==> src/rtl/apa102_defs.sv <==
// rtl/apa102_defs.sv - shared constants, pixel field offsets and FSM encoding for the APA102 streamer
package apa102_defs;

    localparam logic [2:0] APA102_HDR       = 3'b111;
    localparam int         START_FRAME_BITS = 32;
    localparam int         LED_FRAME_BITS   = 32;

    localparam int PIX_R_MSB = 23;
    localparam int PIX_R_LSB = 16;
    localparam int PIX_G_MSB = 15;
    localparam int PIX_G_LSB = 8;
    localparam int PIX_B_MSB = 7;
    localparam int PIX_B_LSB = 0;

    typedef enum logic [2:0] {
        IDLE,
        START_FRM,
        FETCH_ADDR,
        FETCH_WAIT,
        LED_FRM,
        END_FRM
    } state_t;

    // End frame must supply at least one clock edge per two LEDs, in whole bytes, never under 32.
    function automatic int end_frame_bits(input int num_leds);
        int half_leds;
        int rounded;
        half_leds = (num_leds + 1) / 2;
        rounded   = ((half_leds + 7) / 8) * 8;
        return (rounded > 32) ? rounded : 32;
    endfunction

endpackage

==> src/rtl/apa102_word_shifter.sv <==
// rtl/apa102_word_shifter.sv - serialises one loaded word MSB first with CLK_DIV-cycle SCK phases
module apa102_word_shifter #(
    parameter int CLK_DIV = 4,
    parameter int BITS_W  = 6
) (
    input  logic              clk,
    input  logic              rst_n,
    input  logic              load,
    input  logic [31:0]       load_word,
    input  logic [BITS_W-1:0] load_bits,
    output logic              spi_sck,
    output logic              spi_mosi,
    output logic              word_done
);

    localparam int              PH_W    = (CLK_DIV > 1) ? $clog2(CLK_DIV) : 1;
    localparam logic [PH_W-1:0] PH_LAST = PH_W'(CLK_DIV - 1);

    logic [31:0]       shreg;
    logic [PH_W-1:0]   phase;
    logic [BITS_W-1:0] bits_left;
    logic              active;
    logic              phase_end;

    assign phase_end = active && (phase == PH_LAST);
    assign word_done = phase_end && spi_sck && (bits_left == BITS_W'(1));

    // Ones are shifted in so words longer than 32 bits (the end frame) stay all-ones.
    always_ff @(posedge clk or negedge rst_n) begin
        if (!rst_n) begin
            shreg     <= '0;
            phase     <= '0;
            bits_left <= '0;
            active    <= 1'b0;
            spi_sck   <= 1'b0;
            spi_mosi  <= 1'b0;
        end else if (load) begin
            shreg     <= load_word;
            spi_mosi  <= load_word[31];
            bits_left <= load_bits;
            phase     <= '0;
            spi_sck   <= 1'b0;
            active    <= 1'b1;
        end else if (active) begin
            if (!phase_end) begin
                phase <= phase + 1'b1;
            end else begin
                phase <= '0;
                if (!spi_sck) begin
                    spi_sck <= 1'b1;
                end else begin
                    spi_sck <= 1'b0;
                    if (bits_left == BITS_W'(1)) begin
                        active <= 1'b0;
                    end else begin
                        shreg     <= {shreg[30:0], 1'b1};
                        spi_mosi  <= shreg[30];
                        bits_left <= bits_left - 1'b1;
                    end
                end
            end
        end
    end

endmodule

==> src/rtl/apa102_frame_streamer.sv <==
// rtl/apa102_frame_streamer.sv - reads the pixel RAM and emits one APA102 frame per start; optional APA102_RUNTIME_BRIGHTNESS_EN
module apa102_frame_streamer
    import apa102_defs::*;
#(
    parameter int         NUM_LEDS   = 64,
    parameter int         CLK_DIV    = 4,
    parameter logic [4:0] BRIGHTNESS = 5'd31
) (
    input  logic                        clk,
    input  logic                        rst_n,
    input  logic                        start,
`ifdef APA102_RUNTIME_BRIGHTNESS_EN
    input  logic [4:0]                  brightness,
`endif
    output logic                        busy,
    output logic                        done,
    output logic [$clog2(NUM_LEDS)-1:0] ram_address,
    input  logic [23:0]                 ram_read_data,
    output logic                        spi_sck,
    output logic                        spi_mosi
);

    localparam int            IDX_W    = $clog2(NUM_LEDS);
    localparam int            END_BITS = end_frame_bits(NUM_LEDS);
    localparam int            BITS_W   = $clog2(END_BITS + 1);
    localparam logic [IDX_W-1:0] IDX_LAST = IDX_W'(NUM_LEDS - 1);

    state_t            state_q, state_d;
    logic [IDX_W-1:0]  idx_q, idx_d;
    logic              done_q, done_d;
    logic              accept;
    logic [4:0]        bri;
    logic              shift_load;
    logic [31:0]       shift_word;
    logic [BITS_W-1:0] shift_bits;
    logic              word_done;

    // A start coinciding with the done pulse is dropped so back-to-back frames are spaced by one cycle.
    assign accept      = (state_q == IDLE) && start && !done_q;
    assign busy        = (state_q != IDLE);
    assign done        = done_q;
    assign ram_address = idx_q;

`ifdef APA102_RUNTIME_BRIGHTNESS_EN
    logic [4:0] bri_q;

    always_ff @(posedge clk or negedge rst_n) begin
        if (!rst_n) begin
            bri_q <= '0;
        end else if (accept) begin
            bri_q <= brightness;
        end
    end

    assign bri = bri_q;
`else
    assign bri = BRIGHTNESS;
`endif

    always_ff @(posedge clk or negedge rst_n) begin
        if (!rst_n) begin
            state_q <= IDLE;
            idx_q   <= '0;
            done_q  <= 1'b0;
        end else begin
            state_q <= state_d;
            idx_q   <= idx_d;
            done_q  <= done_d;
        end
    end

    always_comb begin
        state_d    = state_q;
        idx_d      = idx_q;
        done_d     = 1'b0;
        shift_load = 1'b0;
        shift_word = '0;
        shift_bits = BITS_W'(LED_FRAME_BITS);
        unique case (state_q)
            IDLE: begin
                if (accept) begin
                    state_d    = START_FRM;
                    shift_load = 1'b1;
                    shift_bits = BITS_W'(START_FRAME_BITS);
                end
            end
            START_FRM: begin
                if (word_done) begin
                    state_d = FETCH_ADDR;
                    idx_d   = '0;
                end
            end
            FETCH_ADDR: begin
                state_d = FETCH_WAIT;
            end
            FETCH_WAIT: begin
                state_d    = LED_FRM;
                shift_load = 1'b1;
                shift_word = {APA102_HDR, bri,
                              ram_read_data[PIX_B_MSB:PIX_B_LSB],
                              ram_read_data[PIX_G_MSB:PIX_G_LSB],
                              ram_read_data[PIX_R_MSB:PIX_R_LSB]};
            end
            LED_FRM: begin
                if (word_done) begin
                    if (idx_q == IDX_LAST) begin
                        state_d    = END_FRM;
                        shift_load = 1'b1;
                        shift_word = '1;
                        shift_bits = BITS_W'(END_BITS);
                    end else begin
                        state_d = FETCH_ADDR;
                        idx_d   = idx_q + 1'b1;
                    end
                end
            end
            END_FRM: begin
                if (word_done) begin
                    state_d = IDLE;
                    done_d  = 1'b1;
                end
            end
            default: state_d = IDLE;
        endcase
    end

    apa102_word_shifter #(
        .CLK_DIV (CLK_DIV),
        .BITS_W  (BITS_W)
    ) u_shifter (
        .clk       (clk),
        .rst_n     (rst_n),
        .load      (shift_load),
        .load_word (shift_word),
        .load_bits (shift_bits),
        .spi_sck   (spi_sck),
        .spi_mosi  (spi_mosi),
        .word_done (word_done)
    );

endmodule

==> config.mk <==
export PLATFORM = sky130hd
export DESIGN_NAME = apa102_frame_streamer
export DESIGN_NICKNAME = d
export VERILOG_FILES = /design/src/rtl/apa102_defs.sv /design/src/rtl/apa102_word_shifter.sv /design/src/rtl/apa102_frame_streamer.sv
export SDC_FILE = /design/constraint.sdc
export NUM_CORES = 1
export LEC_CHECK = 0
export ABC_AREA = 1
export CAP_MARGIN = 25
export CORE_UTILIZATION = 39
export DETAILED_ROUTE_END_ITERATION = 10
export SYNTH_ARGS = -nofsm -noshare
export SYNTH_HDL_FRONTEND = slang
export SYNTH_SLANG_ARGS = --single-unit
==> constraint.sdc <==
create_clock -name clk -period 2 [get_ports clk]
set_input_delay 0.4 -clock clk [delete_from_list [all_inputs] [get_ports clk]]
set_output_delay 0.4 -clock clk [all_outputs]
set_load 0.05 [all_outputs]
# Word-level counts from Yosys, hierarchy flattened
# Index checks and enable logic that the tools add are counted.
[classes]
n_eq_ne = 14
mux = 46
add_sub_neg = 3
reduce_logical = 16
[op_table]
columns = ["operator", "count"]
rows = [
  ["31-bit 2-to-1 mux", 5],
  ["32-bit 2-to-1 mux", 2],
  ["32-bit one-hot mux with 2 select lines", 1],
  ["6-bit 2-to-1 mux", 8],
  ["1-bit 2-to-1 mux", 19],
  ["3-bit one-hot mux with 6 select lines", 1],
  ["3-bit 2-to-1 mux", 5],
  ["6-bit one-hot mux with 2 select lines", 1],
  ["4-bit AND reduction", 3],
  ["2-bit nonzero test", 4],
  ["6-bit by 1-bit adder with 6-bit output, second input constant", 1],
  ["3-bit by 2-bit equality test with 1-bit output, second input constant", 2],
  ["3-bit equality test, second input constant", 2],
  ["6-bit by 1-bit equality test with 1-bit output, second input constant", 1],
  ["6-bit equality test, second input constant", 1],
  ["2-bit 2-to-1 mux", 3],
  ["2-bit by 1-bit != test with 1-bit output, second input constant", 3],
  ["2-bit != test, second input constant", 3],
  ["6-bit by 1-bit subtractor with 6-bit output, second input constant", 1],
  ["1-bit logical AND", 5],
  ["3-bit by 1-bit equality test with 1-bit output, second input constant", 1],
  ["3-bit logical NOT", 1],
  ["1-bit one-hot mux with 3 select lines", 1],
  ["3-bit nonzero test", 1],
  ["other kinds (4)", 4],
]
[word_totals]
in_bits = 27
regBits = 52
output_inout_bits = 10
elab_cells = 88

# Depth between registers and ports, before layout
# Gate-level depths: netlist (run 1).
[depth]
word_depth = 8
mapped_depth = 13

# Hierarchy
# Synthesis (run 1) repeated with hierarchy kept, for this count alone.
[hier_totals]
cells_unflattened = 386
area_unflattened_um2 = 2906.5
[by_module_without_submodules]
columns = ["module", "n_inst", "area_per_inst_um2", "seq_area_each_um2", "cells_per_inst"]
rows = [
  ["apa102_word_shifter", 1, 2026.9, 1051.0, 245],
  ["apa102_frame_streamer", 1, 879.6, 250.2, 141],
]

# Least setup slack after synthesis (run 1)
# Ideal clock, no wire load.
[synth_timing]
kind = "register -> register"
start = "register idx_q[0] (netlist: ram_address[0])"
end = "register u_shifter.shreg[14]"
synth_period_minus_slack_ns = 1.938
stages_incl_launch_ff = 13
slack_ns = 0.062
t_arrival_ns = 1.821
t_required_ns = 1.883
n_path_buf = 2
setup_ns = 0.117
cell_sequence = "dfrtp_1 > ha_1 > nand2_1 > inv_1 > nand2_1 > nor2_1 > nand2_2 > buf_6 > buf_2 > nand4_1 > nand2_1 > nand2_1 > nand2_1"
[synth_via]
elab_chain_len = 6
elab_cells_between_ends = 13
classes_between = "eq/ne: 2; mux: 7; reduce/logical: 4"
[synth_rtl]
columns = ["element", "line", "rtl"]
rows = [
  ["start, declared", "apa102_frame_streamer.sv:29", "logic [IDX_W-1:0] idx_q, idx_d;"],
  ["start signal, assigned", "apa102_frame_streamer.sv:67", "idx_q <= idx_d;"],
  ["6-bit equality test (*)", "apa102_frame_streamer.sv:106", "if (idx_q == IDX_LAST) begin"],
  ["1-bit 2-to-1 mux", "apa102_frame_streamer.sv:106", ""],
  ["1-bit 2-to-1 mux", "apa102_frame_streamer.sv:105", "if (word_done) begin"],
  ["1-bit one-hot mux with 3 select lines", "apa102_frame_streamer.sv:79", "unique case (state_q)"],
  ["2-bit != test (no source line) or 2-bit nonzero test (tied branches)", "n/a", ""],
  ["4-bit AND reduction (no source line)", "n/a", ""],
  ["end signal, assigned", "apa102_word_shifter.sv:38", "shreg <= load_word;"],
  ["end signal, assigned", "apa102_word_shifter.sv:56", "shreg <= {shreg[30:0], 1'b1};"],
  ["end, declared", "apa102_word_shifter.sv:19", "logic [31:0] shreg;"],
]
# Every way passes the cells marked *; elsewhere a longest branch is shown, timed or not.
# A chain may end at the register's enable or synchronous reset.

# Final worst setup path (run 1)
[layout_timing]
start = "register idx_q[5] (netlist: ram_address[5])"
end = "output port ram_address[5]"
[layout_rtl]
columns = ["element", "line", "rtl"]
rows = [
  ["end, declared", "apa102_frame_streamer.sv:17", "output logic [$clog2(NUM_LEDS)-1:0] ram_address,"],
]
# No word-level cell between the ends.

==> results of run 1 <==
[layer usage]
layer,GRT usage,part of all wire,vias up
met4,0.0534,0.0099,0
met3,0.0224,0.021,6
met2,0.272,0.48,34
met5,0,0,-
li1,-,-,1449
met1,0.228,0.49,1314
[path summary, 6_finish.rpt]
path,end,from,slack [ns]
setup / recovery,ram_address[5],ram_address[5],0.05
hold / removal,state_q[2],rst_n,0.07
hold reg to reg,u_shifter.spi_mosi,u_shifter.shreg[30],0.51
setup reg to reg,u_shifter.bits_left[5],u_shifter.phase[0],0.15
max in group asynchronous,u_shifter.shreg[2],rst_n,1.69
min in group clk,u_shifter.spi_mosi,u_shifter.shreg[30],0.51
[repair_timing]
action                                  CTS  global route
hold buffers                              0             0
endpoints found under the setup margin    0            22
buffers inserted                          0             3
resized for setup                         0             7
[cells by family (layout without fill, tap and decap cells)]
group / Yosys count / in the layout
buf+inv: 123 / 163
flops: 52 / 52
compound gates: 51 / 51
xor+xnor: 6 / 6
fa+ha+maj: 4 / 4
simple gates: 202 / 203
[where the power goes]
part | internal [mW] | switching, mW | total, mW
clock | 0.371 | 0.361 | 0.732
sequential | 1.05 | 0 | 1.05
combinational | 0.0500 | 0.0333 | 0.0834
total | 1.47 | 0.394 | 1.87
[area by class of cell]
class / count / area [um^2] / area share
well taps: 102 / 128 / 0.0330
clock inverters: 3 / 42.5 / 0.0110
repair buffers: 54 / 533 / 0.138
inverters: 101 / 383 / 0.0990
clock buffers: 5 / 68.8 / 0.0178
multi-input cells: 264 / 1410 / 0.365
flip-flops and latches: 52 / 1300 / 0.336
[cells in the final DEF, fill, tap and decap left out]
cell             synthesis  final
a21oi_1                 10     10
a31oi_1                  9      9
buf_12                   0      4
buf_2                    7      1
buf_4                    3     18
bufinv_16                0      1
clkbuf_8                 0      5
clkdlybuf4s50_1          0     30
clkinv_2                 0      1
clkinvlp_4               0      2
dfrtp_1                 52     52
dlymetal6s2s_1           0      1
ha_1                     4      3
ha_4                     0      1
inv_1                   93     92
inv_2                    8      8
nand2_1                 65     65
nand2_2                  4      4
nand3_1                 39     38
nand3_2                  1      1
nand3_4                  0      1
nand4_1                 26     26
nand4_4                  1      2
nor2_1                  46     45
nor2_2                  11     12
nor2_4                   3      3
nor3_1                   4      4
nor4_1                   1      1
o21a_1                   1      1
o21ai_0                 23     23
o21ai_2                  6      6
o22ai_1                  1      1
o31ai_1                  1      1
or2_2                    1      1
xnor2_1                  1      1
xor2_1                   5      5
[through the flow]
stage | power, mW | setup WS, ns | TNS [ns] | instance area (um^2) | hold WS (ns)
after floorplan | 1.08 | 0.0617 | 0 | 3170 | 0.104
after global placement | 1.16 | 0.0124 | 0 | 3680 | 0.420
after detailed placement | 1.16 | -0.0161 | -0.0161 | 3680 | 0.417
after CTS | 1.89 | 0.0158 | 0 | 3800 | 0.0776
after global routing | 1.94 | -0.00343 | -0.00343 | 3870 | 0.0921
final | 1.87 | 0.0526 | 0 | 3870 | 0.0710
[sequential cells by signal (all words and copies together) (netlist names)]
name	count
u_shifter.spi_mosi	1
u_shifter.active	1
u_shifter.shreg	31
u_shifter.spi_sck	1
done	1
u_shifter.bits_left	6
ram_address	6
u_shifter.phase	2
state_q	3
==> metrics.yaml, run 1 <==
cts.path.max_buffers: 2
grt_pass1_wl_mm: 11.4
synth-edff-count: 0
cts-root-buf: "clkbuf_8"
yosys_register_bits: 52
synth_fa_ha_area_frac: 0.0158
post-place-cells: 569
cpPeakStageDelay_ns: 0.82
wl_per_cell_um: 11.7
synth_top_cell_by_area: "dfrtp_1"
clk_latency_ns: 0.31
crit_type: "flip-flop to output port"
synth_compound_area_frac: 0.0932
cp-end-kind: "output port"
crit_fanout: 4
fin_util: 0.496
setup_viol: 0
startpoint_type: "flip-flop"
layout.nets: 509
max_freq_mhz: 514
cp.required_ns: 1.60
worst_ir_drop_vdd_mv: 0.219
async_flop_share: 1.00
drt_first_pass_iters: 4
synth.distinct_cells: 30
cts.clk_slew.worst_paths_ns: 0.10
crit_family: "buffers and inverters"
grt_overflow_total: 0
die_area_mm2: 0.00849
powerDensity_mw_per_mm2: 482
synth_top_flop_cell: "dfrtp_1"
synth_most_common_cell: "inv_1"
clock_sinks: 52
cp.arrival_ns: 1.55
fin_crit_sh: 0.974
critPathBufInv: 1
instances_no_fill: 581
synth_area_leaders: "dfrtp_1, inv_1, nand2_1"
hold_class: "input pin to async pin"
synth_simple_gate_area_frac: 0.305
tightest_slew_ns: 0.504
numCtsBuffers: 5
syn_inst: 438
path_cells: "clkdlybuf4s50_1"
die_w_um: 92.1
grt_start_max_net_pins: 53
status: "completed"
synth_common_cells: "inv_1, nand2_1, dfrtp_1, nor2_1, nand3_1"
drt-initial-drc-count: 131
yosysSeqAreaShare: 0.411
antennaDiodeCount: 0
critPathSlowestCell: "clkdlybuf4s50_1"
cts_tree: "built"
fp.coreArea_mm2: 0.00781
port_buffers: 36
postRouteAntennaNets: 0
drt-total-wl_mm: 6.78
syn_to_final_growth_pct: 22.1
ctsHtreeMaxLevel: 2
synth_top_area_share: 0.411
antenna_found_initial: 0
synth_warnings: 0
cap_violations: 0
worstRegToRegCells: 9
hold_viol: 0
drc: 0
synth_nets: 469
cp_num_cells: 1
synth_top_family_by_area: "simple AND/OR/NAND/NOR gates"
design.portCount: 37
drv_slew: 0
via_per_inst: 4.82
syn-cell-area_mm2: 0.00317
rows: 32
synth_xor_area_frac: 0.0166
syn-mean-instance-area_um2: 7.24
min_period_ns: 1.95
die_height_um: 92.1
grt_pass1_vias: 2508
place.gp.congestion: 0.791
num_vias: 2803
fin_skew_ns: 0.00754
fillers: 783
synthMuxAreaShare: 0
grt_use_total: 0.167
slew_headroom: 0.663
drive_gt1_frac: 0.148
p_leak_nw: 2.05
hpwl_mm: 4.54
initial_utilization: 0.406
(Power assumes the default switching activity.)
==> inputs of run 2 (changes only) <==
CELL_PAD_IN_SITES_DETAIL_PLACEMENT = 0   (was not set)
CELL_PAD_IN_SITES_GLOBAL_PLACEMENT = 1   (was not set)
GPL_TIMING_DRIVEN = 0   (was not set)
PLACE_DENSITY_LB_ADDON = 0.1   (was not set)
==> run 2 against run 1 <==
Effect of this change: fmax is 0.71% higher; design area is 1.7% lower; clock power is 12% lower; clock-buffer cell count stayed put; global-route usage is 2.4 points higher; via count is 0.64% higher; final cell count is 1.4% higher; worst setup slack better by 0.014 ns; largest power group unchanged; highest routed layer unchanged.
==> metrics.yaml, run 2 (synthesized netlist as in run 1, its figures left out) <==
grt_overflow_total: 0  # unchanged
ctsHtreeMaxLevel: 2  # unchanged
post-place-cells: 577  # +1.4%
die_area_mm2: 0.00849  # unchanged
critPathSlowestCell: "clkdlybuf4s50_1"
seqPwrFrac: 0.590  # +0.027
p_leak_nw: 2.10  # +2.4%
hold_viol: 0  # unchanged
drt-initial-drc-count: 127  # -3.1%
mostFrequentLayoutCells: "inv_1, nand2_1, dfrtp_1"
crit_type: "flip-flop to output port"
largest_register: "u_shifter.shreg"
setup_viol: 0  # unchanged
antennaDiodeCount: 0  # unchanged
antenna_found_initial: 0  # unchanged
numCtsBuffers: 5  # unchanged
cts_tree: "built"
clockPowerShare: 0.361  # -0.031
worst_ir_drop_vdd_mv: 0.234  # +6.8%
port_buffers: 36  # unchanged
place.gp.congestion: 0.790  # about the same
initial_utilization: 0.406  # unchanged
clock_sinks: 52  # unchanged
cts-root-buf: "clkbuf_8"
instances_no_fill: 589  # +1.4%
switching_share: 0.240  # +0.0283
clk_latency_ns: 0.31  # about the same
powerDensity_mw_per_mm2: 468  # -3.0%
crit_fanout: 4  # unchanged
drive_gt1_frac: 0.129  # -0.0189
slew_headroom: 0.665  # +0.00143
cts.path.max_buffers: 2  # unchanged
cp.required_ns: 1.60  # about the same
drc: 0  # unchanged
finalInstanceArea_mm2: 0.00380  # -1.7%
layout.nets: 517  # +1.6%
postRouteAntennaNets: 0  # unchanged
fin_util: 0.487  # -0.00833
cp-end-kind: "output port"
rsz0062_at_grt: "false"
largest_reg_flops: 31  # unchanged
die_w_um: 92.1  # unchanged
switchingPower_uw: 426  # +8.2%
fp.coreArea_mm2: 0.00781  # unchanged
drv_slew: 0  # unchanged
status: "completed"
design.portCount: 37  # unchanged
startpoint_type: "flip-flop"
place_area_mm2: 0.00367  # -0.34%
grt_start_max_net_pins: 38  # -28%
fin_crit_sh: 0.967  # -0.00684
syn_to_final_growth_pct: 20.0
p_int_mw: 1.35  # -8.0%
num_vias: 2821  # +0.64%
min_period_ns: 1.93  # -0.0137 ns
cpPeakStageDelay_ns: 0.82  # about the same
die_height_um: 92.1  # unchanged
cp.arrival_ns: 1.53  # -0.02 ns
share_comb_of_total_power: 0.048  # +0.003
grt_use_total: 0.191  # +0.0242
drt_first_pass_iters: 4  # unchanged
rows: 32  # unchanged
fin_skew_ns: 0.0111  # +0.00356 ns
crit_family: "buffers and inverters"
path_cells: "clkdlybuf4s50_1"
max_freq_mhz: 517  # +0.71%
drt-total-wl_mm: 7.28  # +7.4%
final_common_cell: "inv_1"
grt_pass1_wl_mm: 12.9  # +13%
hold_class: "input pin to async pin"
cap_violations: 0  # unchanged
cts.clk_slew.worst_paths_ns: 0.11  # about the same
grt_pass1_vias: 2712  # +8.1%
tightest_slew_ns: 0.501  # -0.00289 ns
via_per_inst: 4.79  # -0.72%
critPathBufInv: 1  # unchanged
hpwl_mm: 5.14  # +13%
wl_per_cell_um: 12.4  # +5.9%
-- run 2: metrics by stage --
stage	worst slack (ns)	setup TNS [ns]	hold WS [ns]	total power, mW
2_1_floorplan	0.0617	0	0.104	1.08
6_report	0.0663	0	0.00637	1.78
4_1_cts	0.00306	0	0.0112	1.81
5_1_grt	0.00427	0	0.0255	1.86
3_3_place_gp	-1.22	-63.43	0.486	1.16
3_5_place_dp	-0.0168	-0.0210	0.361	1.16
-- run 2: path summary, 6_finish.rpt --
path	startpoint	endpoint	slack, ns	cells past startpoint
worst max-delay path	ram_address[1]	ram_address[1]	0.07	1
worst min-delay path	rst_n	ram_address[3]	0.006	1
worst max register to register	u_shifter.phase[0]	u_shifter.shreg[27]	0.18	11
worst min register to register	u_shifter.shreg[28]	u_shifter.shreg[29]	0.52	2
max in group asynchronous	rst_n	u_shifter.shreg[18]	1.44	2
min in group clk	u_shifter.shreg[28]	u_shifter.shreg[29]	0.52	2
-- run 2: per-layer routing --
layer | track usage | vias up | wire length (um)
met5 | 0 | - | 0
met4 | 0.0391 | 0 | 48
met3 | 0.0307 | 4 | 171
met2 | 0.315 | 37 | 3320
met1 | 0.264 | 1313 | 3740
li1 | - | 1467 | -
-- run 2: area by class of cell --
cell class / instances / area, um^2
buffer: 22 / 128
clock buffer: 5 / 68.8
clock inverter: 3 / 22.5
fill: 844 / 4000
inverter: 101 / 379
multi-input combinational: 263 / 1360
sequential: 52 / 1300
tap: 102 / 128
timing repair buffer: 41 / 413
-- run 2: repair_timing --
item | 4_1_cts | 5_1_grt
endpoints found under the setup margin | 1 | 18
setup buffers | 0 | 4
pin swaps | 0 | 1
gates resized for setup | 1 | 8
hold buffers | 0 | 0
-- run 2: power by group through the flow --
| stage | logic (mW) | clock network (mW) | registers [mW] |
|---|---|---|---|
| floorplan | 0.00911 | 0 | 1.07 |
| global placement | 0.0836 | 0 | 1.07 |
| detailed placement | 0.0878 | 0 | 1.07 |
| CTS | 0.0885 | 0.674 | 1.05 |
| global route | 0.0984 | 0.711 | 1.05 |
| finish | 0.0858 | 0.643 | 1.05 |
==> inputs of run 3 (changes only) <==
GPL_TIMING_DRIVEN = not set   (was 0)
==> run 3 against run 2 <==
Effect of this change: clock skew hardly changed; sequential power is essentially flat; critical path depth stayed put; flip-flop and latch count stayed put; design area is 0.49% lower; clock power decreased by 2%; combinational power shrank 2.4%; largest cell class unchanged; critical path type unchanged; fmax is 0.94% lower; highest routed layer unchanged; clock-buffer cell count up 3; non-clock buffer count shrank 8; routed wire length fell by 6.0%; largest power group unchanged.
==> metrics.yaml, run 3 (synthesized netlist as in run 1, its figures left out) <==
crit_type: "flip-flop to output port"
cp.arrival_ns: 1.55  # +0.02 ns
crit_family: "buffers and inverters"
largest_register: "u_shifter.shreg"
finalInstanceArea_mm2: 0.00378  # -0.49%
fillers: 838  # -0.71%
mostFrequentLayoutCells: "inv_1, nand2_1, dfrtp_1"
hpwl_mm: 4.69  # -8.7%
port_buffers: 36  # unchanged
post-place-cells: 570  # -1.2%
die_height_um: 92.1  # unchanged
place_area_mm2: 0.00365  # -0.48%
fin_crit_sh: 0.976  # +0.00920
worst_ir_drop_vdd_mv: 0.199  # -15%
startpoint_type: "flip-flop"
layout.nets: 509  # -1.5%
antennaDiodeCount: 0  # unchanged
cts_tree: "built"
instances_no_fill: 581  # -1.4%
num_vias: 2765  # -2.0%
design.portCount: 37  # unchanged
p_leak_nw: 2.02  # -3.7%
powerDensity_mw_per_mm2: 466  # -0.31%
cpPeakStageDelay_ns: 0.82  # about the same
path_cells: "clkdlybuf4s50_1"
hold_viol: 0  # unchanged
slew_headroom: 0.666  # +0.000914
rows: 32  # unchanged
grt_use_total: 0.176  # -0.0143
numCtsBuffers: 5  # unchanged
min_period_ns: 1.95  # +0.0184 ns
critPathBufInv: 1  # unchanged
grt_pass1_vias: 2619  # -3.4%
grt_util_met1: 0.238  # -0.0255
status: "completed"
place.gp.congestion: 0.774  # -2.1%
drive_gt1_frac: 0.142  # +0.0126
drt-initial-drc-count: 76  # -40%
setup_viol: 0  # unchanged
tightest_slew_ns: 0.501  # -0.000620 ns
cts.clk_slew.worst_paths_ns: 0.10  # about the same
cap_violations: 0  # unchanged
via_per_inst: 4.76  # -0.64%
final_common_cell: "inv_1"
drc: 0  # unchanged
ctsHtreeMaxLevel: 2  # unchanged
multiInputGateArea_mm2: 0.00138  # +0.92%
postRouteAntennaNets: 0  # unchanged
cts.path.max_buffers: 2  # unchanged
grt_pass1_wl_mm: 12.0  # -6.6%
grt_start_max_net_pins: 37  # -2.6%
crit_fanout: 5  # +1
cp.required_ns: 1.60  # about the same
drt-total-wl_mm: 6.84  # -6.0%
postCtsHoldBufs: 0  # unchanged
fp.coreArea_mm2: 0.00781  # unchanged
fin_skew_ns: 0.0110  # -0.000148 ns
hold_class: "input pin to async pin"
regArea_mm2: 0.00130  # unchanged
drt_first_pass_iters: 4  # unchanged
cts-root-buf: "clkbuf_8"
drv_slew: 0  # unchanged
initial_utilization: 0.406  # unchanged
max_freq_mhz: 512  # -0.94%
critPathSlowestCell: "clkdlybuf4s50_1"
grt_util_met2: 0.291  # -0.0236
largest_reg_flops: 31  # unchanged
clk_latency_ns: 0.31  # about the same
cp-end-kind: "output port"
wl_per_cell_um: 11.8  # -4.7%
rsz0062_at_grt: "true"
antenna_found_initial: 0  # unchanged
use_met3: 0.0257  # -0.00498
clock_sinks: 52  # unchanged
die_w_um: 92.1  # unchanged
syn_to_final_growth_pct: 19.4
top_usage_layer: "met2"
grt_overflow_total: 0  # unchanged
die_area_mm2: 0.00849  # unchanged
-- run 3: path summary, 6_finish.rpt --
path | startpoint | to | slack (ns) | cells after the start
worst max-delay path | ram_address[2] | ram_address[2] | 0.05 | 1
worst min-delay path | rst_n | ram_address[3] | 0.009 | 1
worst max register to register | ram_address[0] | u_shifter.shreg[7] | 0.20 | 9
worst min register to register | u_shifter.shreg[27] | u_shifter.shreg[28] | 0.50 | 2
max in group asynchronous | rst_n | u_shifter.shreg[12] | 1.44 | 2
min in group clk | u_shifter.shreg[27] | u_shifter.shreg[28] | 0.50 | 2
-- run 3: layout make-up --
class                      instances  area share
tap                              102      0.0337
multi-input combinational        263       0.364
clock buffer                       8      0.0238
timing repair buffer              55       0.134
inverter                         101       0.101
sequential                        52       0.344
-- run 3: per-stage QoR --
stage | power [mW] | hold slack, ns | setup WS, ns | TNS [ns] | util
finish | 1.77 | 0.00888 | 0.0479 | 0 | 0.485
global route | 1.84 | 0.0355 | -0.0102 | -0.0102 | 0.485
CTS | 1.80 | 0.0178 | 0.0242 | 0 | 0.480
global placement | 1.16 | 0.370 | 0.0528 | 0 | 0.468
floorplan | 1.08 | 0.104 | 0.0617 | 0 | -
detailed placement | 1.16 | 0.364 | 0.0257 | 0 | 0.468
-- run 3: layer usage --
layer	wire [um]	vias to the layer above
li1	-	1441
met1	3430	1268
met2	3110	54
met3	274	2
met4	38	0
met5	0	-
-- run 3: repair_timing --
action	CTS	global route
endpoints found under the setup margin	0	10
hold endpoints to repair	0	0
buffers inserted	0	3
gates resized for setup	0	5
-- run 3: where the power goes --
| part | leakage [nW] | switching [mW] | internal [mW] |
|---|---|---|---|
| registers | 0.550 | 0 | 1.05 |
| logic | 1.43 | 0.0339 | 0.0499 |
| clock network | 0.0455 | 0.348 | 0.283 |
